File: config.mk
export PLATFORM = sky130hd
export DESIGN_NAME = fetch_unit_flat
export DESIGN_NICKNAME = d
export VERILOG_FILES = /design/src/rtl/fetch_if.sv /design/src/rtl/fetch_unit.sv /design/src/flat_wrapper.sv
export SDC_FILE = /design/constraint.sdc
export NUM_CORES = 1
export LEC_CHECK = 0
export BUFFER_PORTS_ARGS = -buffer_cell sky130_fd_sc_hd__buf_2
export CORE_UTILIZATION = 50
export CTS_CLUSTER_SIZE = 8
export DETAILED_ROUTE_END_ITERATION = 10
export PLACE_DENSITY = 0.69
export REMOVE_ABC_BUFFERS = 1
export SYNTH_ARGS = -nofsm -noshare
export SYNTH_HDL_FRONTEND = slang
export SYNTH_SLANG_ARGS = --single-unit
File: constraint.sdc
create_clock -name clk -period 4.83 [get_ports clk]
set_input_delay 0.483 -clock clk [delete_from_list [all_inputs] [get_ports clk]]
set_output_delay 0.483 -clock clk [all_outputs]
set_load 0.01 [all_outputs]
File: src/rtl/fetch_if.sv
`default_nettype none
// ============================================================================
//  Module      : fetch_if
//  Description : Bundle of the fetch stage's ROM bus, decode handshake,
//                branch LUT write port and run-control signals.
//                master = fetch unit side, slave = ROM/decoder/top side.
//  Revision    : 1.0  initial release
// ============================================================================
interface fetch_if #(
    parameter int PC_W    = 10,
    parameter int INSTR_W = 9,
    parameter int LUT_AW  = 4
);
    logic               start;
    logic               done;
    logic [PC_W-1:0]    imem_addr;
    logic [INSTR_W-1:0] imem_data;
    logic [INSTR_W-1:0] instr;
    logic               instr_valid;
    logic [PC_W-1:0]    instr_pc;
    logic               stall;
    logic               branch_taken;
    logic [LUT_AW-1:0]  branch_idx;
    logic               lut_we;
    logic [LUT_AW-1:0]  lut_waddr;
    logic [PC_W-1:0]    lut_wdata;
    logic [15:0]        instr_count;

    modport master (
        input  start, imem_data, stall, branch_taken, branch_idx,
               lut_we, lut_waddr, lut_wdata,
        output done, imem_addr, instr, instr_valid, instr_pc, instr_count
    );

    modport slave (
        output start, imem_data, stall, branch_taken, branch_idx,
               lut_we, lut_waddr, lut_wdata,
        input  done, imem_addr, instr, instr_valid, instr_pc, instr_count
    );
endinterface
`default_nettype wire

File: src/rtl/fetch_unit.sv
`default_nettype none
// ============================================================================
//  Module      : fetch_unit
//  Description : Instruction-fetch stage. Holds the PC, drives a synchronous
//                instruction ROM (1-cycle read latency) and hands one word
//                per cycle to decode. Taken branches redirect through a
//                loadable branch-target LUT with a single bubble; the halt
//                word ends the run and raises done.
//                Build option BRANCH_REL_EN: LUT entries are signed offsets
//                added to the branching instruction's PC instead of absolute
//                targets.
//  Revision    : 1.0  initial release
// ============================================================================
module fetch_unit #(
    parameter int                 PC_W      = 10,
    parameter int                 INSTR_W   = 9,
    parameter int                 LUT_AW    = 4,
    parameter logic [INSTR_W-1:0] HALT_WORD = 9'h1FF
) (
    input  wire logic clk,
    input  wire logic rst_n,
    fetch_if.master   bus
);

    localparam int LUT_N = 1 << LUT_AW;

    localparam logic [1:0] S_IDLE  = 2'd0;
    localparam logic [1:0] S_RUN   = 2'd1;
    localparam logic [1:0] S_FLUSH = 2'd2;
    localparam logic [1:0] S_HALT  = 2'd3;

    logic [1:0]        state_q,    state_d;
    logic [PC_W-1:0]   fetch_pc_q, fetch_pc_d;
    logic [PC_W-1:0]   instr_pc_q, instr_pc_d;
    // The word arriving from the ROM this cycle belongs to the program path.
    logic              live_q,     live_d;
    logic [15:0]       count_q,    count_d;
    logic [PC_W-1:0]   lut_q [LUT_N];
    logic [PC_W-1:0]   lut_d [LUT_N];

    logic              w_is_halt;
    logic              w_instr_valid;
    logic              w_hold;
    logic              w_retire;
    logic              w_branch;
    logic              w_halt_seen;
    logic [PC_W-1:0]   w_imem_addr;
    logic [PC_W-1:0]   w_lut_rd;
    logic [PC_W-1:0]   w_target;

    // Decode-side qualifiers derived from the current state and returning word
    always_comb begin
        w_is_halt     = (bus.imem_data == HALT_WORD);
        w_instr_valid = (state_q == S_RUN) && live_q && !w_is_halt;
        // A halt word is never valid, so a stall cannot hold it back
        w_halt_seen   = (state_q == S_RUN) && live_q && w_is_halt;
        w_hold        = bus.stall && w_instr_valid;
        w_retire      = w_instr_valid && !bus.stall;
        w_branch      = w_retire && bus.branch_taken;
        // Re-reading instr_pc while held makes the ROM return the same word
        w_imem_addr   = w_hold ? instr_pc_q : fetch_pc_q;
        // Reads see the pre-write LUT contents on a same-index collision
        w_lut_rd      = lut_q[bus.branch_idx];
`ifdef BRANCH_REL_EN
        // Same width as the PC, so modular addition equals sign-extended add
        w_target      = instr_pc_q + w_lut_rd;
`else
        w_target      = w_lut_rd;
`endif
    end

    // Next-state computation for the fetch FSM, PC, counter and LUT
    always_comb begin
        state_d    = state_q;
        fetch_pc_d = fetch_pc_q;
        instr_pc_d = instr_pc_q;
        live_d     = live_q;
        count_d    = count_q;
        lut_d      = lut_q;

        if (bus.lut_we) begin
            lut_d[bus.lut_waddr] = bus.lut_wdata;
        end

        case (state_q)
            S_IDLE, S_HALT: begin
                if (bus.start) begin
                    state_d    = S_RUN;
                    fetch_pc_d = '0;
                    count_d    = '0;
                    live_d     = 1'b0;
                end
            end
            S_RUN: begin
                instr_pc_d = w_imem_addr;
                if (w_hold) begin
                    live_d = 1'b1;
                end else if (w_halt_seen) begin
                    state_d = S_HALT;
                    live_d  = 1'b0;
                end else if (w_branch) begin
                    // The address issued this cycle is wrong-path
                    fetch_pc_d = w_target;
                    state_d    = S_FLUSH;
                    live_d     = 1'b0;
                end else begin
                    fetch_pc_d = fetch_pc_q + PC_W'(1);
                    live_d     = 1'b1;
                end
                if (w_retire && (count_q != 16'hFFFF)) begin
                    count_d = count_q + 16'd1;
                end
            end
            S_FLUSH: begin
                // Bubble cycle: the branch target is issued here
                instr_pc_d = fetch_pc_q;
                fetch_pc_d = fetch_pc_q + PC_W'(1);
                live_d     = 1'b1;
                state_d    = S_RUN;
            end
            default: begin
                state_d = S_IDLE;
            end
        endcase
    end

    // State registers with asynchronous clear of everything including the LUT
    always_ff @(posedge clk or negedge rst_n) begin
        if (!rst_n) begin
            state_q    <= S_IDLE;
            fetch_pc_q <= '0;
            instr_pc_q <= '0;
            live_q     <= 1'b0;
            count_q    <= '0;
            for (int i = 0; i < LUT_N; i++) begin
                lut_q[i] <= '0;
            end
        end else begin
            state_q    <= state_d;
            fetch_pc_q <= fetch_pc_d;
            instr_pc_q <= instr_pc_d;
            live_q     <= live_d;
            count_q    <= count_d;
            lut_q      <= lut_d;
        end
    end

    assign bus.imem_addr   = w_imem_addr;
    assign bus.instr       = w_instr_valid ? bus.imem_data : '0;
    assign bus.instr_valid = w_instr_valid;
    assign bus.instr_pc    = instr_pc_q;
    assign bus.done        = (state_q == S_HALT);
    assign bus.instr_count = count_q;

endmodule
`default_nettype wire

File: src/flat_wrapper.sv
// flat-port wrapper written by rule: the top's interface ports become plain ports
module fetch_unit_flat 
#(
    parameter int                 PC_W      = 10,
    parameter int                 INSTR_W   = 9,
    parameter int                 LUT_AW    = 4,
    parameter logic [INSTR_W-1:0] HALT_WORD = 9'h1FF
)
  (clk, rst_n, bus_start, bus_imem_data, bus_stall, bus_branch_taken, bus_branch_idx, bus_lut_we, bus_lut_waddr, bus_lut_wdata, bus_done, bus_imem_addr, bus_instr, bus_instr_valid, bus_instr_pc, bus_instr_count);
  fetch_if #(.PC_W(PC_W), .INSTR_W(INSTR_W), .LUT_AW(LUT_AW)) bus_i ();
  input  wire logic clk;
  input  wire logic rst_n;
  input wire logic [$bits(bus_i.start)-1:0] bus_start;
  input wire logic [$bits(bus_i.imem_data)-1:0] bus_imem_data;
  input wire logic [$bits(bus_i.stall)-1:0] bus_stall;
  input wire logic [$bits(bus_i.branch_taken)-1:0] bus_branch_taken;
  input wire logic [$bits(bus_i.branch_idx)-1:0] bus_branch_idx;
  input wire logic [$bits(bus_i.lut_we)-1:0] bus_lut_we;
  input wire logic [$bits(bus_i.lut_waddr)-1:0] bus_lut_waddr;
  input wire logic [$bits(bus_i.lut_wdata)-1:0] bus_lut_wdata;
  output wire logic [$bits(bus_i.done)-1:0] bus_done;
  output wire logic [$bits(bus_i.imem_addr)-1:0] bus_imem_addr;
  output wire logic [$bits(bus_i.instr)-1:0] bus_instr;
  output wire logic [$bits(bus_i.instr_valid)-1:0] bus_instr_valid;
  output wire logic [$bits(bus_i.instr_pc)-1:0] bus_instr_pc;
  output wire logic [$bits(bus_i.instr_count)-1:0] bus_instr_count;
  assign bus_i.start = bus_start;
  assign bus_i.imem_data = bus_imem_data;
  assign bus_i.stall = bus_stall;
  assign bus_i.branch_taken = bus_branch_taken;
  assign bus_i.branch_idx = bus_branch_idx;
  assign bus_i.lut_we = bus_lut_we;
  assign bus_i.lut_waddr = bus_lut_waddr;
  assign bus_i.lut_wdata = bus_lut_wdata;
  assign bus_done = bus_i.done;
  assign bus_imem_addr = bus_i.imem_addr;
  assign bus_instr = bus_i.instr;
  assign bus_instr_valid = bus_i.instr_valid;
  assign bus_instr_pc = bus_i.instr_pc;
  assign bus_instr_count = bus_i.instr_count;
  fetch_unit #(.PC_W(PC_W), .INSTR_W(INSTR_W), .LUT_AW(LUT_AW), .HALT_WORD(HALT_WORD)) u_core (.clk(clk), .rst_n(rst_n), .bus(bus_i));
endmodule
# Word level (Yosys, flattened, before mapping)
# Index checks and enable logic that the tools add are counted.
# word_totals
reg_bits,199
elab_cells,82
inputBits,33
out_inout_bits,47
# classes
n_addsub,2
n_lt_le_gt_ge,3
eq_ne,10
reduce_logical,17
bitwise_logic,2
muxes,27
# ops
operator,n
$bwmux W160,1
$mux W10,8
$bmux W10 S4,1
$demux W10 S4,1
$mux W16,2
$pmux W16 S2,1
$pmux W10 S3,1
$pmux W10 S2,1
$add A16 B1 Y16 const B,1
$ne A16 B16 Y1 const B,1
$add A10 B1 Y10 const B,1
$ge A5 B5 Y1 const B,2
$not A4 Y5,2
$eq A9 B9 Y1 const B,1
$mux W9,1
$reduce_and A3 Y1,3
$logic_and A1 B1 Y1,8
$mux W2,4
$ne A2 B2 Y1 const B,4
$pmux W2 S3,1
$lt A5 B1 Y1 const B,1
$eq A2 B2 Y1 const B,2
$mux W1,4
$reduce_bool A2 Y1,2
6 further kinds,7

# Depth between registers and ports, before layout
# Gate-level depths: netlist of the first run.
# depth
depth_word,9
ltp_mapped,10
ltp_nobuf,8

# Least setup slack after synthesis of the first run
# No wires, ideal clock.
# synth_timing
kind,input-to-output
start,input port bus_imem_data[8]
end,output port bus_imem_addr[0]
t_required_ns,4.347
path_buffers,1
path_slack_ns,2.666
stages,5
arrival_time_ns,1.681
cell_sequence,and4_1 a31oi_2 nand2_1 clkbuf_1 mux2_2
# synth_via
elab_chain_len,5
# synth_rtl
item,line,text
"start, declared",flat_wrapper.sv:14,input wire logic [$bits(bus_i.imem_data)-1:0] bus_imem_data;
$eq A9 B9 Y1,fetch_unit.sv:53,w_is_halt = (bus.imem_data == HALT_WORD);
$logic_not A1 Y1,fetch_unit.sv:54,w_instr_valid = (state_q == S_RUN) && live_q && !w_is_halt;
$logic_and A1 B1 Y1,fetch_unit.sv:54,
$logic_and A1 B1 Y1,fetch_unit.sv:57,w_hold = bus.stall && w_instr_valid;
$mux W10,fetch_unit.sv:61,w_imem_addr = w_hold ? instr_pc_q : fetch_pc_q;
"end, declared",flat_wrapper.sv:22,output wire logic [$bits(bus_i.imem_addr)-1:0] bus_imem_addr;
# No other way between the ends.

# Worst setup path after layout of the first run
# layout_timing
start,register u_core.state_q[1]
end,output port bus_imem_addr[1]
# layout_via
elab_chain_len,5
# layout_rtl
item,line,text
"start, declared",fetch_unit.sv:32,"logic [1:0] state_q, state_d;"
"start signal, assigned",fetch_unit.sv:139,state_q <= state_d;
$eq A2 B1 Y1,fetch_unit.sv:54,
$logic_and A1 B1 Y1 (2 in a row),fetch_unit.sv:54,
$logic_and A1 B1 Y1,fetch_unit.sv:57,
$mux W10,fetch_unit.sv:61,
# No other way between the ends.

==> reports/metrics.cfg, run 1 <==
[setup_path]
crit_chain=inv_1 > ha_1 > nand2_1 > a31oi_2 > nand2_1 > mux2_2 > buf_2
crit_path_end_kind=output pin
crit_top_cell=nand2_1
cp_top_family=simple AND/OR/NAND/NOR gates
required_ps=4350
reg2reg_depth=8
endpoint=bus_imem_addr[1]
path_class=reg2out
r2r-end=u_core.bus.instr_count[3]
r2r-start=u_core.state_q[1]
worst_setup_path_start_kind=flop
reg2reg_slack_ps=1850
path_depth=7
crit_path_max_incr_delay_ps=560
cp_max_fo=22
cp.arrival_ps=3090
slowest_stage=ha_1
crit_buf_inv=2
cp-startpoint=u_core.state_q[1]

[finish]
layout_commonest_cell=dfrtp_1
fin_nets=795
antennaDiodeCount=0
drive_gt1_share_pct=45.25
layout_common_cells=dfrtp_1, mux2_2, buf_2
synthToLayoutAreaGrowth_pct=12.42
regArea_sq_um=4980
instances_no_fill=1029
num-fill-cells=1495
multi_input_area_sq_um=4451

[floorplan]
core_region_area_sq_um=18830
die-area_sq_um=19860
boundaryPins=80
dieWidth_um=140.9
row_count=50
die_h_um=140.9
initial_utilization_pct=51.25

[logic_synthesis]
syn_inst=683
ys_ff_latch=199
ys_seq_area_share_pct=51.60
synth-async-reset-ratio_pct=100.0
synthDistinctLibCells=56
yosysWarningCount=0
postSynthAreaPerCell_sq_um=14.13
synth.area.top_cells=dfrtp_1, mux2_2, mux4_2
synth_top_area_share_pct=51.60
synth_ff_type=dfrtp_1
synth_edf_count=0
yosysTopAreaCell=dfrtp_1
syn-cell-area_sq_um=9651

[flow_run]
drv_cap=0

[sta]
hold_violations=0
fin_crit_ps=3573
finalCritPeriodShare_pct=73.98
fin_skew_ps=13.40
fin_tns_setup_ps=0
final-setup-viol-count=0
rsz0062_at_grt=false
layout_setup_ws_ps=1257
tightest_slew_ps=1234
slew_violations=0
slew_headroom_pct=17.26
max_clock_freq_mhz=279.9

[detailed_routing]
dr.pass1.iters=4
vias=6045
drc=0
ant_nets=0
routed_wl_mm=21.26
drtIter0Drc=303
via_per_inst=5.875
avgRoutedWirePerCell_um=20.66

[placed_design]
gp_congestion=0.8475
dpl.cell_count=998
pre_cts_ws_ps=1702
numPortBuffers=79
hpwlAfterDp_mm=14.15

[grt]
grt_usage_pct=22.92
grt_pass1_vias=6160
grt_overflow_total=0
grt_pass1_wl_mm=34.18
antenna_found_initial=0
grt_max_degree=117

[clock_tree]
cts_made_buffers=17
clkSinkCount=199
cts_buffer_depth=2
clk_pin_slew_ps=70
insertion_delay_ps=430
h-tree-depth=4
root_buffer=clkbuf_16
postCtsSetupBuffers=0
cts_resized=0
ctsHoldBuffers=0
cts_tree=built

[worst_hold_path]
hold_class=in2async

[pwr]
p_per_area_nw_per_um2=477.7
p_leak_nw=4.865
vdd_drop_max_v=0.0002763

[status]
status=complete, no violations

==> logic make-up (layout without fill, tap and decap cells) <==
family,after synthesis,after routing,share of synthesized area [%]
AOI/OAI and AO/OA,48,48,3.695
and+or+nand+nor,150,150,8.168
muxes,233,233,32.97
adders and majority gates,5,5,0.6483
xor gates and xnor gates,7,7,0.6353
buffers and inverters,41,127,2.282
DFF,199,199,51.60
==> layout make-up <==
type	instances	share of cell area, %
multi-input cells	443	41.02
repair buffers	90	4.486
well taps	260	2.998
flip-flops and latches	199	45.90
clock buffers	19	4.083
inverters	6	0.2076
clock inverters	12	1.303
==> cell usage after synthesis, types with 2 or more instances <==
cell type / number
and3_1: 14
nor3_2: 3
mux4_1: 9
mux4_2: 37
a31oi_2: 2
o211ai_1: 4
inv_1: 6
nand3b_1: 3
mux2i_1: 6
a31oi_1: 2
buf_6: 4
clkbuf_1: 21
nor3b_1: 6
buf_4: 3
mux2_2: 180
and4_1: 2
o311ai_1: 7
o21ai_0: 12
a221o_1: 4
nand3_1: 10
a21oi_1: 5
ha_1: 5
dfrtp_1: 199
and2_1: 11
buf_2: 4
or2_2: 2
nand2b_1: 5
nand4_1: 5
nand2_1: 42
nor3_1: 2
nor2b_1: 7
nor4bb_1: 2
nor2_1: 30
xnor2_1: 6
o21ai_1: 2
==> sequential cells by signal (all words and copies together) (netlist names) <==
register / cells
u_core.lut_q: 160
u_core.bus.instr_count: 16
u_core.bus.instr_pc: 10
u_core.fetch_pc_q: 10
u_core.state_q: 2
u_core.live_q: 1
==> report_power, final <==
group / leakage, nW / total, mW / internal [mW] / switching (mW)
combinational: 2.10 / 1.41 / 0.741 / 0.666
sequential: 2.47 / 2.37 / 2.08 / 0.286
clock: 0.287 / 1.41 / 0.784 / 0.626
==> per-stage QoR <==
stage                     hold WS, ps  power, mW  instance area, sq um  utilization [%]
after CTS                       194.2      5.215                 10850            57.61
after global placement          479.3      3.716                 10260            54.51
after floorplan                 187.4      3.310                  9453                -
final                           146.6      5.183                 10850            57.61
after global routing            206.8      5.467                 10850            57.61
after detailed placement        487.1      3.801                 10260            54.51
==> worst min path at each step <==
stage / to / slack, ps
6_report: u_core.bus.instr_count[6] / 150
5_1_grt: u_core.bus.instr_count[14] / 210
4_1_cts: u_core.bus.instr_count[6] / 190
3_5_place_dp: u_core.lut_q[141] / 490
3_3_place_gp: u_core.lut_q[112] / 480
2_1_floorplan: u_core.bus.instr_count[0] / 190
==> worst reg2reg max path, cell delays in order (launching register included) <==
cell     delay, ps
dfrtp_1        420
inv_1           70
ha_1           560
nand2_1        210
a31oi_2        480
nand2_1        330
nor2b_1        480
nand2_1        140
mux2i_1        150
==> routing by layer <==
layer	share of wire [%]	track usage, %
met3	4.9	4.450
met5	0	0
met4	1.7	6.865
met2	50	37.92
met1	44	30.87
Power figures use the tool's default switching activity.
==> run 2: changes to the inputs <==
--- a/config.mk
+++ b/config.mk
@@ -9,7 +9,7 @@
 export CORE_UTILIZATION = 50
 export CTS_CLUSTER_SIZE = 8
 export DETAILED_ROUTE_END_ITERATION = 10
-export PLACE_DENSITY = 0.69
+export PLACE_DENSITY = 0.71
 export REMOVE_ABC_BUFFERS = 1
 export SYNTH_ARGS = -nofsm -noshare
 export SYNTH_HDL_FRONTEND = slang
==> constraint.sdc (replaced) <==
create_clock -name clk -period 3.2 [get_ports clk]
set_input_delay 0.32 -clock clk [delete_from_list [all_inputs] [get_ports clk]]
set_output_delay 0.32 -clock clk [all_outputs]
set_load 0.01 [all_outputs]
==> run 2 against run 1 <==
Global-route usage up 0.87 points. Cell count grew 0.97%. Combinational power up 55%. Die area unchanged. First-iteration DRC count decreased by 1.3%. Clock power increased by 45%. Cell area increased by 0.63%. Register-to-register slack lost 1100 ps. Clock skew shrank 3.9 ps. Hold slack improved by 110 ps. Setup slack got worse by 980 ps. Critical path type unchanged. Critical endpoint is now bus_imem_addr[9].
==> reports/metrics.cfg, run 2 (same netlist as run 1, synthesis figures left out) <==
[setup_path]
r2r-end=u_core.bus.instr_pc[9]
crit_path_end_kind=output pin
required_ps=2880  ; -1470 ps
reg2reg_slack_ps=770  ; -1080 ps
cp-startpoint=u_core.state_q[1]
worst_setup_path_start_kind=flop
r2r-start=u_core.state_q[1]
crit_path_max_incr_delay_ps=460  ; -100 ps
path_class=reg2out
cp.arrival_ps=2600  ; -490 ps
cp_max_fo=14  ; -36%
cp_top_family=simple AND/OR/NAND/NOR gates
crit_buf_inv=2  ; unchanged
reg2reg_depth=8  ; unchanged
crit_chain=inv_1 > ha_1 > nand2_1 > a31oi_2 > nand2_1 > mux2_2 > buf_2
crit_top_cell=nand2_1
slowest_stage=a31oi_2

[clock_tree]
insertion_delay_ps=430  ; about the same
root_buffer=clkbuf_16
postCtsSetupBuffers=0  ; unchanged
cts_tree=built
h-tree-depth=4  ; unchanged
cts_made_buffers=17  ; unchanged
cts_resized=0  ; unchanged
clkSinkCount=199  ; unchanged
cts_buffer_depth=2  ; unchanged
ctsHoldBuffers=1  ; +1
clk_pin_slew_ps=70  ; about the same

[grt]
grt_max_degree=85  ; -27%
grt_pass1_wl_mm=35.44  ; +3.7%
grt_usage_pct=23.80  ; +0.87 points
antenna_found_initial=0  ; unchanged
grt_overflow_total=0  ; unchanged
grt_pass1_vias=6470  ; +5.0%

[finish]
regMostFlops=u_core.lut_q
layout_common_cells=dfrtp_1, mux2_2, buf_2
synthToLayoutAreaGrowth_pct=13.13
fin_nets=804  ; +1.1%
layout_commonest_cell=dfrtp_1
instances_no_fill=1039  ; +0.97%
drive_gt1_share_pct=45.83  ; +0.57 points
final_core_util_pct=57.98  ; +0.37 points
largest_register_ff_count=160  ; unchanged
antennaDiodeCount=0  ; unchanged

[detailed_routing]
ant_nets=0  ; unchanged
drtIter0Drc=299  ; -1.3%
drc=0  ; unchanged
vias=6123  ; +1.3%
avgRoutedWirePerCell_um=21.05  ; +1.9%
routed_wl_mm=21.87  ; +2.9%
via_per_inst=5.893  ; +0.32%
dr.pass1.iters=5  ; +1

[sta]
final-setup-viol-count=0  ; unchanged
tightest_slew_ps=882.2  ; -352.2 ps
fin_tns_setup_ps=0  ; unchanged
hold_violations=0  ; unchanged
fin_crit_ps=2920
fin_skew_ps=9.549  ; -3.854 ps
rsz0062_at_grt=false
finalCritPeriodShare_pct=91.24
max_clock_freq_mhz=342.5
slew_violations=0  ; unchanged
slew_headroom_pct=41.18  ; +24 points

[pwr]
vdd_drop_max_v=0.0004337  ; +57%
p_leak_nw=4.907  ; +0.86%
p_per_area_nw_per_um2=715.9  ; +50%

[floorplan]
boundaryPins=80  ; unchanged
dieWidth_um=140.9  ; unchanged
die_h_um=140.9  ; unchanged
die-area_sq_um=19860  ; unchanged
row_count=50  ; unchanged
initial_utilization_pct=51.25  ; unchanged
core_region_area_sq_um=18830  ; unchanged

[worst_hold_path]
min_delay_path_depth=4
hold_class=in2reg
min_from=bus_start
hold_end=u_core.live_q

[status]
status=complete, no violations

[placed_design]
dpl.cell_count=1006  ; +0.80%
gp_congestion=0.7934  ; -6.4%
hpwlAfterDp_mm=14.63  ; +3.4%
numPortBuffers=79  ; unchanged

[flow_run]
drv_cap=0  ; unchanged

## run 2: cell types whose count changed in the layout (fill, tap and decap cells not counted), moves of 2 or more
cell,before,now
inv_6,4,2
buf_4,11,17
clkinv_2,2,6
buf_12,0,2
## run 2: worst reg2reg max path, stage by stage (launching register included)
cell and delay [ps]:
dfrtp_1 420, inv_1 70, ha_1 160, nand2_1 110, a31oi_2 460, nand2_1 430
nor2_1 230, nor2_2 140, mux2_2 310
## run 2: worst max path at each step
stage	endpoint	slack, ps	depth (start not counted)
2_1_floorplan	u_core.bus.instr_pc[0]	690	8
3_3_place_gp	u_core.fetch_pc_q[6]	680	6
3_5_place_dp	u_core.fetch_pc_q[6]	660	6
4_1_cts	bus_imem_addr[9]	210	7
5_1_grt	bus_imem_addr[0]	30	7
6_report	bus_imem_addr[9]	280	7
## run 2: through the flow
step | total power [mW] | setup WS, ps | cell area (sq um) | hold WS [ps]
final | 7.816 | 280.2 | 10920 | 259.2
after global routing | 8.257 | 33.13 | 10920 | 311.2
after CTS | 7.865 | 213.1 | 10920 | 236.7
after detailed placement | 5.827 | 662.9 | 10350 | 420.6
after global placement | 5.672 | 682.1 | 10350 | 410.3
after floorplan | 4.996 | 691.2 | 9453 | 24.41
## run 2: power by group
part / internal [mW] / switching (mW)
sequential: 3.14 / 0.453
clock: 1.11 / 0.933
combinational: 1.16 / 1.02
total: 5.41 / 2.41
## run 2: final cells by class
type	instances	area [sq um]
inverter	6	22.52
clock buffer	20	456.7
clock inverter	12	101.3
sequential	199	4980
multi-input combinational	443	4451
tap	260	325.3
timing repair buffer	99	581.8
fill	1482	7913
## run 2: layer usage
layer / up-vias / GRT usage [%] / routed length [um]
li1: 2718 / - / -
met1: 3212 / 31.11 / 9422
met2: 163 / 40.72 / 11060
met3: 30 / 4.042 / 1016
met4: 0 / 7.380 / 363
met5: - / 0 / 0
